<file path="src/rtl/fifo_pkg.sv">
// rtl/fifo_pkg.sv - shared constants and types for the 8x8 fifo read path
package fifo_pkg;
  localparam int DATA_W     = 8;
  localparam int ADDR_W     = 3;
  localparam int FIFO_DEPTH = 8;
  typedef logic [DATA_W-1:0] byte_t;
endpackage

</file>
<file path="src/rtl/stream_skid_buf.sv">
// rtl/stream_skid_buf.sv - circular skid queue absorbing the fifo read latency
module stream_skid_buf
  import fifo_pkg::*;
#(
  parameter int DATA_W    = 8,
  parameter int BUF_DEPTH = 2,
  localparam int PTR_W    = (BUF_DEPTH > 1) ? $clog2(BUF_DEPTH) : 1,
  localparam int OCC_W    = $clog2(BUF_DEPTH + 1)
) (
  input  logic              clk,
  input  logic              rst,
  input  logic              wr_en,
  input  logic [DATA_W-1:0] wr_data,
  input  logic              rd_en,
  output logic [DATA_W-1:0] rd_data,
  output logic [OCC_W-1:0]  occ,
  output logic              valid
);
  logic [DATA_W-1:0] mem [BUF_DEPTH];
  logic [PTR_W-1:0]  rd_ptr;
  logic [PTR_W-1:0]  wr_ptr;
  logic [OCC_W-1:0]  occ_q;

  function automatic logic [PTR_W-1:0] ptr_inc(input logic [PTR_W-1:0] p);
    return (p == PTR_W'(BUF_DEPTH - 1)) ? '0 : p + 1'b1;
  endfunction

  // Capture and pop may coincide; occupancy then stays put.
  always_ff @(posedge clk) begin
    if (rst) begin
      rd_ptr <= '0;
      wr_ptr <= '0;
      occ_q  <= '0;
      for (int i = 0; i < BUF_DEPTH; i++) mem[i] <= '0;
    end else begin
      if (wr_en) begin
        mem[wr_ptr] <= wr_data;
        wr_ptr      <= ptr_inc(wr_ptr);
      end
      if (rd_en) rd_ptr <= ptr_inc(rd_ptr);
      occ_q <= occ_q + OCC_W'(wr_en) - OCC_W'(rd_en);
    end
  end

  assign rd_data = mem[rd_ptr];
  assign occ     = occ_q;
  assign valid   = (occ_q != '0);
endmodule

</file>
<file path="src/rtl/fifo_stream_reader.sv">
// rtl/fifo_stream_reader.sv - pops the fifo under credit control and streams bytes out
module fifo_stream_reader
  import fifo_pkg::*;
#(
  parameter int DATA_W    = 8,
  parameter int BUF_DEPTH = 2,
  parameter int CNT_W     = 16
) (
  input  logic              clk,
  input  logic              rst,
  input  logic              drain_en,
  input  logic              empty,
  input  logic [DATA_W-1:0] fifo_data,
  output logic              RDEN,
  output logic              m_valid,
  output logic [DATA_W-1:0] m_data,
  input  logic              m_ready,
  output logic [CNT_W-1:0]  rd_count,
  output logic              busy
);
  localparam int OCC_W = $clog2(BUF_DEPTH + 1);

  logic [OCC_W-1:0] occ;
  logic             inflight;
  logic             pop;
  logic [CNT_W-1:0] count_q;

  assign pop = m_valid && m_ready;

  // Credit counts the in-flight byte and frees the slot being popped this cycle.
  always_comb begin
    RDEN = !rst && drain_en && !empty &&
           ((int'(occ) + int'(inflight) - int'(pop)) < BUF_DEPTH);
  end

  always_ff @(posedge clk) begin
    if (rst) begin
      inflight <= 1'b0;
      count_q  <= '0;
    end else begin
      inflight <= RDEN;
      if (pop) count_q <= count_q + 1'b1;
    end
  end

  stream_skid_buf #(
    .DATA_W    (DATA_W),
    .BUF_DEPTH (BUF_DEPTH)
  ) u_buf (
    .clk     (clk),
    .rst     (rst),
    .wr_en   (inflight),
    .wr_data (fifo_data),
    .rd_en   (pop),
    .rd_data (m_data),
    .occ     (occ),
    .valid   (m_valid)
  );

  assign rd_count = count_q;
  assign busy     = (occ != '0) || inflight;

  a_no_pop_empty: assert property (@(posedge clk) !(RDEN && empty));
  a_occ_bound:    assert property (@(posedge clk) disable iff (rst)
                                   (int'(occ) + int'(inflight)) <= BUF_DEPTH);
  a_hold:         assert property (@(posedge clk) disable iff (rst)
                                   m_valid && !m_ready |=> $stable(m_data));
  a_known:        assert property (@(posedge clk) disable iff (rst)
                                   m_valid |-> !$isunknown(m_data));
endmodule
</file>
<file path="config.mk">
export PLATFORM = sky130hd
export DESIGN_NAME = fifo_stream_reader
export DESIGN_NICKNAME = d
export VERILOG_FILES = /design/src/rtl/fifo_pkg.sv /design/src/rtl/stream_skid_buf.sv /design/src/rtl/fifo_stream_reader.sv
export SDC_FILE = /design/constraint.sdc
export NUM_CORES = 1
export LEC_CHECK = 0
export CORE_UTILIZATION = 35
export CTS_BUF_LIST = sky130_fd_sc_hd__clkbuf_2
export DETAILED_ROUTE_END_ITERATION = 16
export PLACE_DENSITY = 0.58
export REMOVE_ABC_BUFFERS = 1
export SLEW_MARGIN = 40
export SYNTH_ARGS = -nofsm -noshare
export SYNTH_HDL_FRONTEND = slang
export SYNTH_SLANG_ARGS = --single-unit
</file>
<file path="constraint.sdc">
create_clock -name clk -period 4.44 [get_ports clk]
set_input_delay 0.444 -clock clk [delete_from_list [all_inputs] [get_ports clk]]
set_output_delay 0.444 -clock clk [all_outputs]
set_load 0.005 [all_outputs]
</file>
## Word level (Yosys, flattened, before mapping)

Memories as Yosys holds them, arrays and structs flattened. A register that Yosys moved wholly into a read port is not among the register bits.
Index checks and enable logic that the tools add are counted.

- Add/subtract/negate cells: 7
- Magnitude comparators: 1
- Multiplexer cells: 12
- Reductions and logical operators: 9

Operators with widths:

| operator | number |
|---|---|
| 16-bit by 1-bit adder with 16-bit output (second input constant) | 1 |
| 1-bit two-way mux | 11 |
| 8-bit two-way mux | 1 |
| 8-bit OR reduction | 1 |
| 1-bit logical AND | 4 |
| 4-bit by 3-bit < comparator with 1-bit output (second input constant) | 1 |
| 3-bit by 1-bit subtractor with 4-bit output | 1 |
| 2-bit by 1-bit adder with 3-bit output | 1 |
| 1-bit adder (second input constant) | 2 |
| 2-bit by 1-bit adder with 2-bit output | 1 |
| 1-bit logical NOT | 2 |
| 2-bit nonzero test | 1 |
| 2-bit by 1-bit subtractor with 2-bit output | 1 |
| 1-bit logical OR | 1 |

- Bits in registers: 21
- Memory bits (writable): 16
- Input port bits: 13
- Output and inout bits: 27
- Word-level logic and storage cells: 35
- Memories: 1

Memories:

| memory | depth | width | rd ports | clocked after Yosys merged registers in | wr ports | RTL line | source |
|---|---|---|---|---|---|---|---|
| u_buf.mem | 2 | 8 | 1 | 1 | 2 | stream_skid_buf.sv:19 | `logic [DATA_W-1:0] mem [BUF_DEPTH];` |

## Logic depth before layout (Yosys ltp)

- Depth in word-level cells: 5
- Gate-level depth with buffers: 9

## By module

From an unflattened synthesis, not the netlist that was laid out.

- Cell total of the unflattened synthesis: 172
- Area total of the unflattened synthesis: 1784.2 sq um

Modules (own cells, without submodules):

| module | instances | cells an instance | area each (sq um) |
|---|---|---|---|
| stream_skid_buf | 1 | 73 | 949.7 |
| fifo_stream_reader | 1 | 99 | 834.6 |

## Worst setup path after synthesis

No wires, ideal clock.

- Kind: reg2out
- Start: register u_buf.occ_q[1] (netlist: u_buf.occ[1])
- End: output port RDEN
- Arrival: 1917 ps
- Required time: 3996 ps
- Setup slack: 2079 ps
- Stages on the path, launching flop included: 10
- Cell sequence: dfxtp_1 or2_2 nand2_1 mux2i_1 ha_1 inv_1 fa_1 xnor2_1 a22oi_1 nor4b_1

- Cells in the longest elaborated chain, start to end: 5

Ends and longest elaborated chain:

| element | RTL line | source |
|---|---|---|
| start: declaration | stream_skid_buf.sv:22 | `logic [OCC_W-1:0] occ_q;` |
| start signal: assignment | stream_skid_buf.sv:41 | `occ_q <= occ_q + OCC_W'(wr_en) - OCC_W'(rd_en);` |
| 2-bit nonzero test | stream_skid_buf.sv:47 | `assign valid = (occ_q != '0);` |
| named net m_valid | fifo_stream_reader.sv:15 | `output logic m_valid,` |
| 1-bit logical AND | fifo_stream_reader.sv:28 | `assign pop = m_valid && m_ready;` |
| 3-bit by 1-bit subtractor with 4-bit output | fifo_stream_reader.sv:33 | `((int'(occ) + int'(inflight) - int'(pop)) < BUF_DEPTH);` |
| 4-bit by 3-bit < comparator with 1-bit output | fifo_stream_reader.sv:33 |  |
| 1-bit logical AND | fifo_stream_reader.sv:32 | `RDEN = !rst && drain_en && !empty &&` |
| end: declaration | fifo_stream_reader.sv:14 | `output logic RDEN,` |

The timed path passes the listed nets, and every way through them passes these cells.

## Final worst setup path

- Start: register u_buf.occ_q[1] (netlist: u_buf.occ[1])
- End: output port RDEN

- Cells in the longest elaborated chain, start to end: 5

Ends and longest elaborated chain:

| element | RTL line |
|---|---|
| branches (longest 2 deep; another with 2-bit by 1-bit adder with 3-bit output) | n/a |
| 3-bit by 1-bit subtractor with 4-bit output * | fifo_stream_reader.sv:33 |
| 4-bit by 3-bit < comparator with 1-bit output * | fifo_stream_reader.sv:33 |
| 1-bit logical AND * | fifo_stream_reader.sv:32 |

Every way passes the cells marked *.

==> out/results.ini <==
[logic_synthesis]
yosysSeqAreaShare=0.5287
yosysMostFrequentCell=dfxtp_1
synth_ff_type=dfxtp_1
synth.area.top_cells=edfxtp_1 (28%), dfxtp_1 (25%), xnor2_1 (6.0%), mux2_2 (5.8%), and2_1 (5.7%)
synthTopCellsByCount=dfxtp_1 (22), and2_1 (16), edfxtp_1 (16), nor2_1 (16), xnor2_1 (12)
netlist_area_mm2=0.001742
synth_cells=160
yosys.cell_types.count=33
synth-seq-cells=38
syn_area_per_cell_um2=10.89
synth_top_area_share=0.2759
synth_edf_count=16
synth_top_cell_by_area=edfxtp_1
synth-async-reset-ratio=0
yosys_warnings=0

[worst_hold_path]
hp-class=flip-flop to flip-flop
hold_depth=2
holdCritStartpoint=rd_count[15]
min_to=rd_count[15]

[timing]
worst_pin_slew_ns=0.5654
finalMaxSlewViolations=0
finClkSkew_ns=0.01839
rsz0062_at_grt=no
setup_viol=0
finalHoldViolCount=0
fin_crit_sh=0.7739
tns_ns=0
finalWorstSetupSlack_ns=1.004
finalCriticalPeriod_ns=3.436
fmax_mhz=291.0
relSlewSlack=0.6227

[pwr]
p_per_area_mw_per_mm2=382.3
p_leak_nw=0.7846
ir_worst_vdd_v=0.0002125

[routing]
dr_wl_met3_um=187
avgRoutedWirePerCell_um=13.04
dr_total_vias=1282
met2_length_um=1717
drt_iter0_markers=58
drtPass1Iterations=4
top_layer=met4
vias_per_cell=4.748
antenna_left=0
drt-met1-wl_um=1564
drc_errors=0
wl_um=3521

[global_route]
grt_usage=0.1482
grt_max_degree=16
overflow=0
grt_pass1_wl_um=5851
antenna_found_initial=0
grt_pass1_vias=1309

[cells_and_area]
fillers=475
area_delta_synth_final_pct=29.38
final_util=0.4739
nets=220
drive_gt1_frac=0.1182
diodes=0

[clock_network]
clockRootBuffer=clkbuf_2
htreeDepth=2
clk_pin_slew_worst_paths_ns=0.19
cts_buffers=5
cts_hold_buffers=0
cts_resized=0
insertion_delay_ns=0.38
clockBufferDepth=2
post_cts_buffers=0
numClockSinks=38
cts_tree=done

[worst_setup_path]
r2r_cells=9
required_ns=4.00
crit_fanout=8
r2r_end=inflight
max_stage_delay_ns=0.55
startpoint_type=flip-flop
path_class=flip-flop to primary output
r2r_start=u_buf.occ[1]
cp-end-kind=primary output
crit_slowest_cell=clkdlybuf4s50_1
crit_path_cell_trace=or2_2 > nand2_1 > mux2i_1 > ha_1 > inv_1 > fa_1 > xnor2_1 > a22oi_1 > nor4b_1 > clkdlybuf4s50_1
reg2reg_slack_ns=2.29
crit_arrival_ns=2.99

[die]
die_area_mm2=0.005262
num_io_pins=40
die_h_um=72.54
core_area_mm2=0.004755
placementRows=25
die_width_um=72.54
initial_utilization=0.3663

[placed_design]
dpl.hpwl_um=2531
port_buffers=39
place.gp.congestion=0.7114
place_ws_ns=1.013

[run]
cap_violations=0

[outcome]
outcome=finished, final reports clean

## area by class of cell
type | instances | area [um2] | area share
Clock buffer | 6 | 30.03 | 0.01333
Clock inverter | 2 | 8.758 | 0.003887
Inverter | 5 | 18.77 | 0.008329
Multi-Input combinational cell | 112 | 793.3 | 0.3520
Sequential cell | 38 | 920.9 | 0.4087
Tap cell | 67 | 83.83 | 0.03720
Timing Repair Buffer | 40 | 397.9 | 0.1766
## layer usage
layer  track usage  vias up
met5             0        -
met4       0.06536        0
met3       0.04167        5
met2        0.2482       28
met1        0.1772      602
li1              -      647
## power breakdown
group | switching (W) | leakage [nW] | total (W) | internal, W
clock | 0.000107 | 0.0304 | 0.000146 | 0.0000388
sequential | 0.0000425 | 0.344 | 0.000447 | 0.000404
combinational | 0.000102 | 0.410 | 0.000269 | 0.000167
## placed cells by master, fill, tap and decap left out, types with 2 or more instances in the layout
cell              n
nand2_1          10
mux2_2            9
xnor2_1          12
edfxtp_1         16
and2_1           16
clkdlybuf4s50_1  39
nand4_1           2
nor3_1            4
clkbuf_2          6
nor4b_1           2
nand3_1           3
nor3b_2           2
dfxtp_1          22
ha_1              4
o31ai_1           2
xor2_1            2
nor2b_1           3
or2_2             3
or3_1             3
nor4_1            4
a21oi_1           4
inv_1             5
or4_1             2
nor2_1           16
## state kept, by name, indices dropped and copies added (netlist names), named ones only
signal	count
rd_count	16
u_buf.mem	16
u_buf.occ	2
inflight	1
u_buf.rd_ptr	1
u_buf.wr_ptr	1
## logic make-up after synthesis
family                     after synthesis  share of synthesized area
AOI/OAI and AO/OA                       12                    0.04813
xor gates and xnor gates                14                    0.07040
adders and majority gates                5                    0.04023
buffers and inverters                   10                    0.02155
DFF                                     38                     0.5287
muxes                                   10                    0.06394
and+or+nand+nor                         71                     0.2270
## worst max path at each step
stage                            start   end  slack (ns)  cells past startpoint
after floorplan           u_buf.occ[1]  RDEN        2.08                      9
after global placement         m_ready  RDEN        1.13                     10
after detailed placement       m_ready  RDEN        1.01                     10
after CTS                 u_buf.occ[1]  RDEN        0.94                     10
after global routing      u_buf.occ[1]  RDEN        0.73                     10
final                     u_buf.occ[1]  RDEN        1.00                     10
## through the flow
step,hold slack [ns],power (W),cells,area [um2]
after floorplan,0.4621,0.0005912,155,1723
after global placement,0.4662,0.0007140,262,2205
after detailed placement,0.4854,0.0007257,262,2210
after CTS,0.5102,0.0008771,270,2248
after global routing,0.5341,0.0009215,270,2253
final,0.5067,0.0008616,270,2253
## critical path: cells and delay by family, from the launching register on
kind	cells	cell delay, ns
AO/OA/AOI/OAI	1	0.10
multiplexers	1	0.14
AND/OR/NAND/NOR	3	0.51
XOR/XNOR	1	0.16
flip-flops	1	0.54
adder cells (fa/ha/maj)	2	0.58
buffers and inverters	2	0.61
(Power assumes the default switching activity.)
